===== src/rtl/xpe_neuron_seq.sv =====
// Sequences one binary-neuron dot product through an XNOR-popcount core:
// streams N word pairs with a tail mask, accumulates popcounts, emits score and bit.
module xpe_neuron_seq #(
  parameter  int WORD_SIZE = 64,
  parameter  int MAX_WORDS = 16,
  parameter  int PIPELINE  = 1,
  localparam int CNT_W     = $clog2(MAX_WORDS + 1),
  localparam int PCW       = $clog2(WORD_SIZE + 1),
  localparam int ACC_W     = $clog2(MAX_WORDS * WORD_SIZE + 1),
  localparam int SW        = ACC_W + 1
) (
  input  logic                 clk,
  input  logic                 rst,
  input  logic                 start,
  input  logic [CNT_W-1:0]     num_words,
  input  logic [PCW-1:0]       last_bits,
  input  logic [SW-1:0]        threshold,
  output logic                 busy,
  output logic                 rd_en,
  output logic [CNT_W-1:0]     rd_addr,
  input  logic [WORD_SIZE-1:0] rd_w,
  input  logic [WORD_SIZE-1:0] rd_a,
  output logic [WORD_SIZE-1:0] core_w,
  output logic [WORD_SIZE-1:0] core_a,
  output logic [WORD_SIZE-1:0] core_mask,
  output logic                 core_ce,
  input  logic [PCW-1:0]       core_pc,
  output logic                 out_valid,
  input  logic                 out_ready,
  output logic [SW-1:0]        out_score,
  output logic                 out_bit
);

  localparam logic [1:0] S_IDLE   = 2'd0;
  localparam logic [1:0] S_FETCH  = 2'd1;
  localparam logic [1:0] S_DRAIN  = 2'd2;
  localparam logic [1:0] S_RESULT = 2'd3;

  localparam logic [PCW-1:0]   WS_P  = PCW'(WORD_SIZE);
  localparam logic [CNT_W-1:0] MAX_P = CNT_W'(MAX_WORDS);

  logic [1:0]             state;
  logic [1:0]             state_nx;
  logic [CNT_W-1:0]       n_words;
  logic [PCW-1:0]         lb_eff;
  logic signed [SW-1:0]   thr;
  logic [ACC_W-1:0]       total;
  logic [ACC_W-1:0]       acc;
  logic [PIPELINE:0]      tag_v;
  logic                   tag_l;

  logic [CNT_W-1:0]       n_in;
  logic [PCW-1:0]         lb_in;
  logic [ACC_W-1:0]       total_in;
  logic signed [SW-1:0]   score_s;
  logic                   fetch_last;

  // Clamp the requested configuration; last_bits of 0 means a full final word.
  assign n_in     = (num_words > MAX_P) ? MAX_P : num_words;
  assign lb_in    = ((last_bits == {PCW{1'b0}}) || (last_bits > WS_P)) ? WS_P : last_bits;
  assign total_in = ACC_W'(n_in) * ACC_W'(WORD_SIZE) - ACC_W'(WORD_SIZE) + ACC_W'(lb_in);

  // Wraps modulo 2^SW on the doubling; the difference always fits.
  assign score_s    = $signed({acc, 1'b0}) - $signed({1'b0, total});
  assign fetch_last = (rd_addr == (n_words - CNT_W'(1)));

  assign core_w  = rd_w;
  assign core_a  = rd_a;
  assign core_ce = ~rst;

  // Tail mask applies only while the final word sits at the core inputs.
  always_comb begin
    core_mask = {WORD_SIZE{1'b1}};
    if (tag_v[0] && tag_l) begin
      core_mask = {WORD_SIZE{1'b1}} >> (WS_P - lb_eff);
    end else begin
      core_mask = {WORD_SIZE{1'b1}};
    end
  end

  // Next-state logic for the neuron sequencer.
  always_comb begin
    state_nx = state;
    case (state)
      S_IDLE: begin
        if (start) begin
          state_nx = (n_in == {CNT_W{1'b0}}) ? S_RESULT : S_FETCH;
        end else begin
          state_nx = S_IDLE;
        end
      end
      S_FETCH: begin
        if (fetch_last) state_nx = S_DRAIN;
        else            state_nx = S_FETCH;
      end
      S_DRAIN: begin
        if (tag_v == {(PIPELINE + 1){1'b0}}) state_nx = S_RESULT;
        else                                 state_nx = S_DRAIN;
      end
      S_RESULT: begin
        if (out_ready) state_nx = S_IDLE;
        else           state_nx = S_RESULT;
      end
      default: state_nx = S_IDLE;
    endcase
  end

  // State, configuration, read sequencing, tag pipe, accumulator and result registers.
  always_ff @(posedge clk) begin
    if (rst) begin
      state     <= S_IDLE;
      busy      <= 1'b0;
      rd_en     <= 1'b0;
      rd_addr   <= {CNT_W{1'b0}};
      n_words   <= {CNT_W{1'b0}};
      lb_eff    <= WS_P;
      thr       <= {SW{1'b0}};
      total     <= {ACC_W{1'b0}};
      acc       <= {ACC_W{1'b0}};
      tag_v     <= {(PIPELINE + 1){1'b0}};
      tag_l     <= 1'b0;
      out_valid <= 1'b0;
      out_score <= {SW{1'b0}};
      out_bit   <= 1'b0;
    end else begin
      state    <= state_nx;
      busy     <= (state_nx != S_IDLE);
      tag_v[0] <= rd_en;
      tag_l    <= rd_en && fetch_last;
      for (int i = 1; i <= PIPELINE; i++) begin
        tag_v[i] <= tag_v[i-1];
      end
      if (tag_v[PIPELINE]) begin
        acc <= acc + ACC_W'(core_pc);
      end else begin
        acc <= acc;
      end
      case (state)
        S_IDLE: begin
          if (start) begin
            n_words <= n_in;
            lb_eff  <= lb_in;
            thr     <= $signed(threshold);
            total   <= total_in;
            acc     <= {ACC_W{1'b0}};
            rd_addr <= {CNT_W{1'b0}};
            rd_en   <= (n_in != {CNT_W{1'b0}});
            if (n_in == {CNT_W{1'b0}}) begin
              out_valid <= 1'b1;
              out_score <= {SW{1'b0}};
              out_bit   <= ($signed(threshold) <= $signed({SW{1'b0}}));
            end else begin
              out_valid <= 1'b0;
            end
          end else begin
            rd_en <= 1'b0;
          end
        end
        S_FETCH: begin
          if (fetch_last) rd_en <= 1'b0;
          else            rd_addr <= rd_addr + CNT_W'(1);
        end
        S_DRAIN: begin
          if (tag_v == {(PIPELINE + 1){1'b0}}) begin
            out_valid <= 1'b1;
            out_score <= score_s;
            out_bit   <= (score_s >= thr);
          end else begin
            out_valid <= 1'b0;
          end
        end
        S_RESULT: begin
          if (out_ready) out_valid <= 1'b0;
          else           out_valid <= 1'b1;
        end
        default: begin
          out_valid <= 1'b0;
        end
      endcase
    end
  end

endmodule


===== config.mk =====
export PLATFORM = sky130hd
export DESIGN_NAME = xpe_neuron_seq
export DESIGN_NICKNAME = d
export VERILOG_FILES = /design/src/rtl/xpe_neuron_seq.sv
export SDC_FILE = /design/constraint.sdc
export NUM_CORES = 1
export LEC_CHECK = 0
export ABC_AREA = 1
export CORE_AREA = 2 2 145 147
export DETAILED_ROUTE_END_ITERATION = 16
export DIE_AREA = 0 0 147 149
export PLACE_DENSITY = 0.65
export SYNTH_ARGS = -nofsm -noshare
export SYNTH_HDL_FRONTEND = slang
export SYNTH_SLANG_ARGS = --single-unit
export TNS_END_PERCENT = 100

===== constraint.sdc =====
create_clock -name clk -period 4.1 [get_ports clk]
set_input_delay 0.82 -clock clk [delete_from_list [all_inputs] [get_ports clk]]
set_output_delay 0.82 -clock clk [all_outputs]
set_load 0.01 [all_outputs]

==> results of run 1 <==
## tightest hold or removal path, delay by kind of cell, from the launching register on
| kind | cells | cell delay [ps] |
|---|---|---|
| compound gates | 1 | 60 |
| flops | 1 | 300 |
| simple gates | 1 | 60 |
## worst max-delay path by stage
stage          startpoint             to  slack (ps)
2_1_floorplan   lb_eff[0]  core_mask[54]        1580
3_3_place_gp    lb_eff[0]  core_mask[31]         800
3_5_place_dp    lb_eff[0]  core_mask[31]         720
4_1_cts         lb_eff[0]  core_mask[31]         360
5_1_grt         lb_eff[0]  core_mask[63]         100
6_report        lb_eff[0]  core_mask[31]         330
## metal layers
metal | up-vias | share of wire, % | GRT usage [%]
li1 | 2541 | - | -
met1 | 2261 | 36 | 14.6
met2 | 228 | 51 | 27.5
met3 | 27 | 9.7 | 6.09
met4 | 0 | 4.1 | 6.44
met5 | - | 0 | 0
## where the power goes
part	switching [W]	internal, W
Sequential	0.0000201	0.000674
Combinational	0.000380	0.000217
Clock	0.000265	0.000503
## logic make-up after synthesis
kind of cell	Yosys count
flops	66
fa+ha+maj	43
xor+xnor	21
buf+inv	253
simple gates	277
compound gates	171
mux	2
## through the flow
step           std cells  total power (W)
3_5_place_dp        1079          0.00130
2_1_floorplan        833          0.00127
4_1_cts             1095          0.00208
5_1_grt             1095          0.00219
6_report            1095          0.00206
3_3_place_gp        1079          0.00129
## registers in the layout, summed over array words and instances (netlist names)
signal / cells
acc: 11
busy: 1
lb_eff: 7
n_words: 5
out_bit: 1
out_score: 12
out_valid: 1
rd_addr: 5
rd_en: 1
state: 2
tag_l: 1
tag_v: 2
thr: 12
total: 5
## area by class of cell
class,instances,share of cell area [%]
sequential,66,20.5
tap,275,5.34
inverter,99,5.77
clock inverter,2,0.544
timing repair buffer,125,19.2
clock buffer,14,4.10
multi-input combinational,514,44.5
## placed cells by master, fill, tap and decap left out, drive strengths merged, types with 8 or more instances in the layout
| master | count |
|---|---|
| nand2 | 143 |
| clkdlybuf4s50 | 120 |
| o21ai | 100 |
| inv | 98 |
| nor2 | 68 |
| dfxtp | 66 |
| a21oi | 50 |
| ha | 40 |
| nand3 | 40 |
| xor2 | 14 |
| clkbuf | 14 |
| o22ai | 10 |
| nand4 | 8 |
==> out/metrics.cfg, run 1 <==
[clock_tree]
postCtsResizedCells=0
cts_root_buffer=clkbuf_16
cts_tree=yes
insertion_delay_ps=340
htreeDepth=3
numCtsBuffers=9
postCtsSetupBuffers=0
clockBufferDepth=2
clk_pin_slew_worst_paths_ps=50
ctsHoldBuffers=0
cts_sinks=66

[synth]
syn_inst=833
async_flop_share_pct=0
synth_fa_ha_area_share_pct=9.92
synth_top_family_by_area=buffers and inverters
yosysTopAreaCell=dfxtp_1
avgSynthCellArea_um2=6.78
seq_area_frac_synth_pct=23.4
netlist_top_cells_count=nand2_1, buf_4, inv_1
yosysMostFrequentCell=nand2_1
yosys_warnings=0
synth_cell_types=45
synth_area_leaders=dfxtp_1, buf_4, nand2_1
synth_xor_area_share_pct=3.39
netlist_area_um2=5650
synth-edff-count=0
synth_compound_area_share_pct=16.0
synth_mux_area_share_pct=0.354
synthFlopType=dfxtp_1
synthSimpleGateAreaFrac_pct=21.0
synth_nets=1039
synth_top_area_share_pct=23.4
ys_ff_latch=66

[worst_setup_path]
r2r_setup_slack_ps=1160
end_kind=primary output
path_max_fanout=17
cp_cell_sequence=inv_2, ha_1, nand2_1, nand2_1, nand2_1, nand2_1, inv_1, nand2_1, o21ai_1, clkdlybuf4s50_1
r2r-end=out_bit
cp.required_ps=3280
worstRegToRegCells=18
slowest_delay_ps=570
path_depth=10
start_kind=flop
r2r_start=lb_eff[4]
slowest_stage=clkdlybuf4s50_1
path_buf_inv=3
crit_type=flop to primary output
critPathMostFrequentCell=nand2_1
critPathArrivalTime_ps=2950
cp_top_family=buffers and inverters

[timing]
whs_ps=466
worst_pin_slew_ps=863
setup_violations=0
fin_skew_ps=5.62
hold_violations=0
slew_viol_final=0
post-route-period-util_pct=92.0
max_freq_mhz=265
fin_crit_ps=3770
rsz0062_at_grt=no
tns_ps=0
max_slew_margin_pct=42.4
fin_ws_ps=326

[drt]
vias=5057
wl_mm=17.0
drtPass1Iterations=4
final_antenna_net_count=0
drc=0
routedWlPerCell_um=15.5
drtIter0Drc=169
vias_per_cell=4.62

[floorplan]
coreArea_um2=20600
die_x_um=147
floorplan.die.height_um=149
start_util_pct=27.5
num_io_pins=377
die-area_um2=21900
num_rows=53

[cells_and_area]
final_util_pct=31.3
layout-drive-gt1-share_pct=3.90
regArea_um2=1320
insertedDiodeCount=0
fillers=2247
syn_to_final_growth_pct=13.9
nets=1021
multi_input_area_um2=2860
final_cell_area_um2=6440

[power]
cellPowerDensity_nw_per_um2=320
ir_drop_uv=172
p_leak_nw=2.75

[status]
status=complete, no violations

[place]
dp_worst_setup_slack_ps=717
hpwl_mm=14.1
io_buffers=120
placed_area_um2=6140
gp_congestion=0.876

[global_routing]
grt_pass1_vias=4613
grt_overflow=0
antenna_found_initial=0
grt_usage_pct=14.9
grt_pass1_wl_mm=25.3
grt_max_degree=33

[job]
cap_violations=0

[hold_path]
hold_depth=2
hp-start=out_score[7]
holdPathEnd=out_score[7]
holdCritPathClass=flop to flop

Power figures use the tool's default switching activity.
==> inputs of run 2 (changes only) <==
- TNS_END_PERCENT: 100 -> default
==> results of run 2 <==
No change in the layout: final DEF, timing and power equal those of run 1.
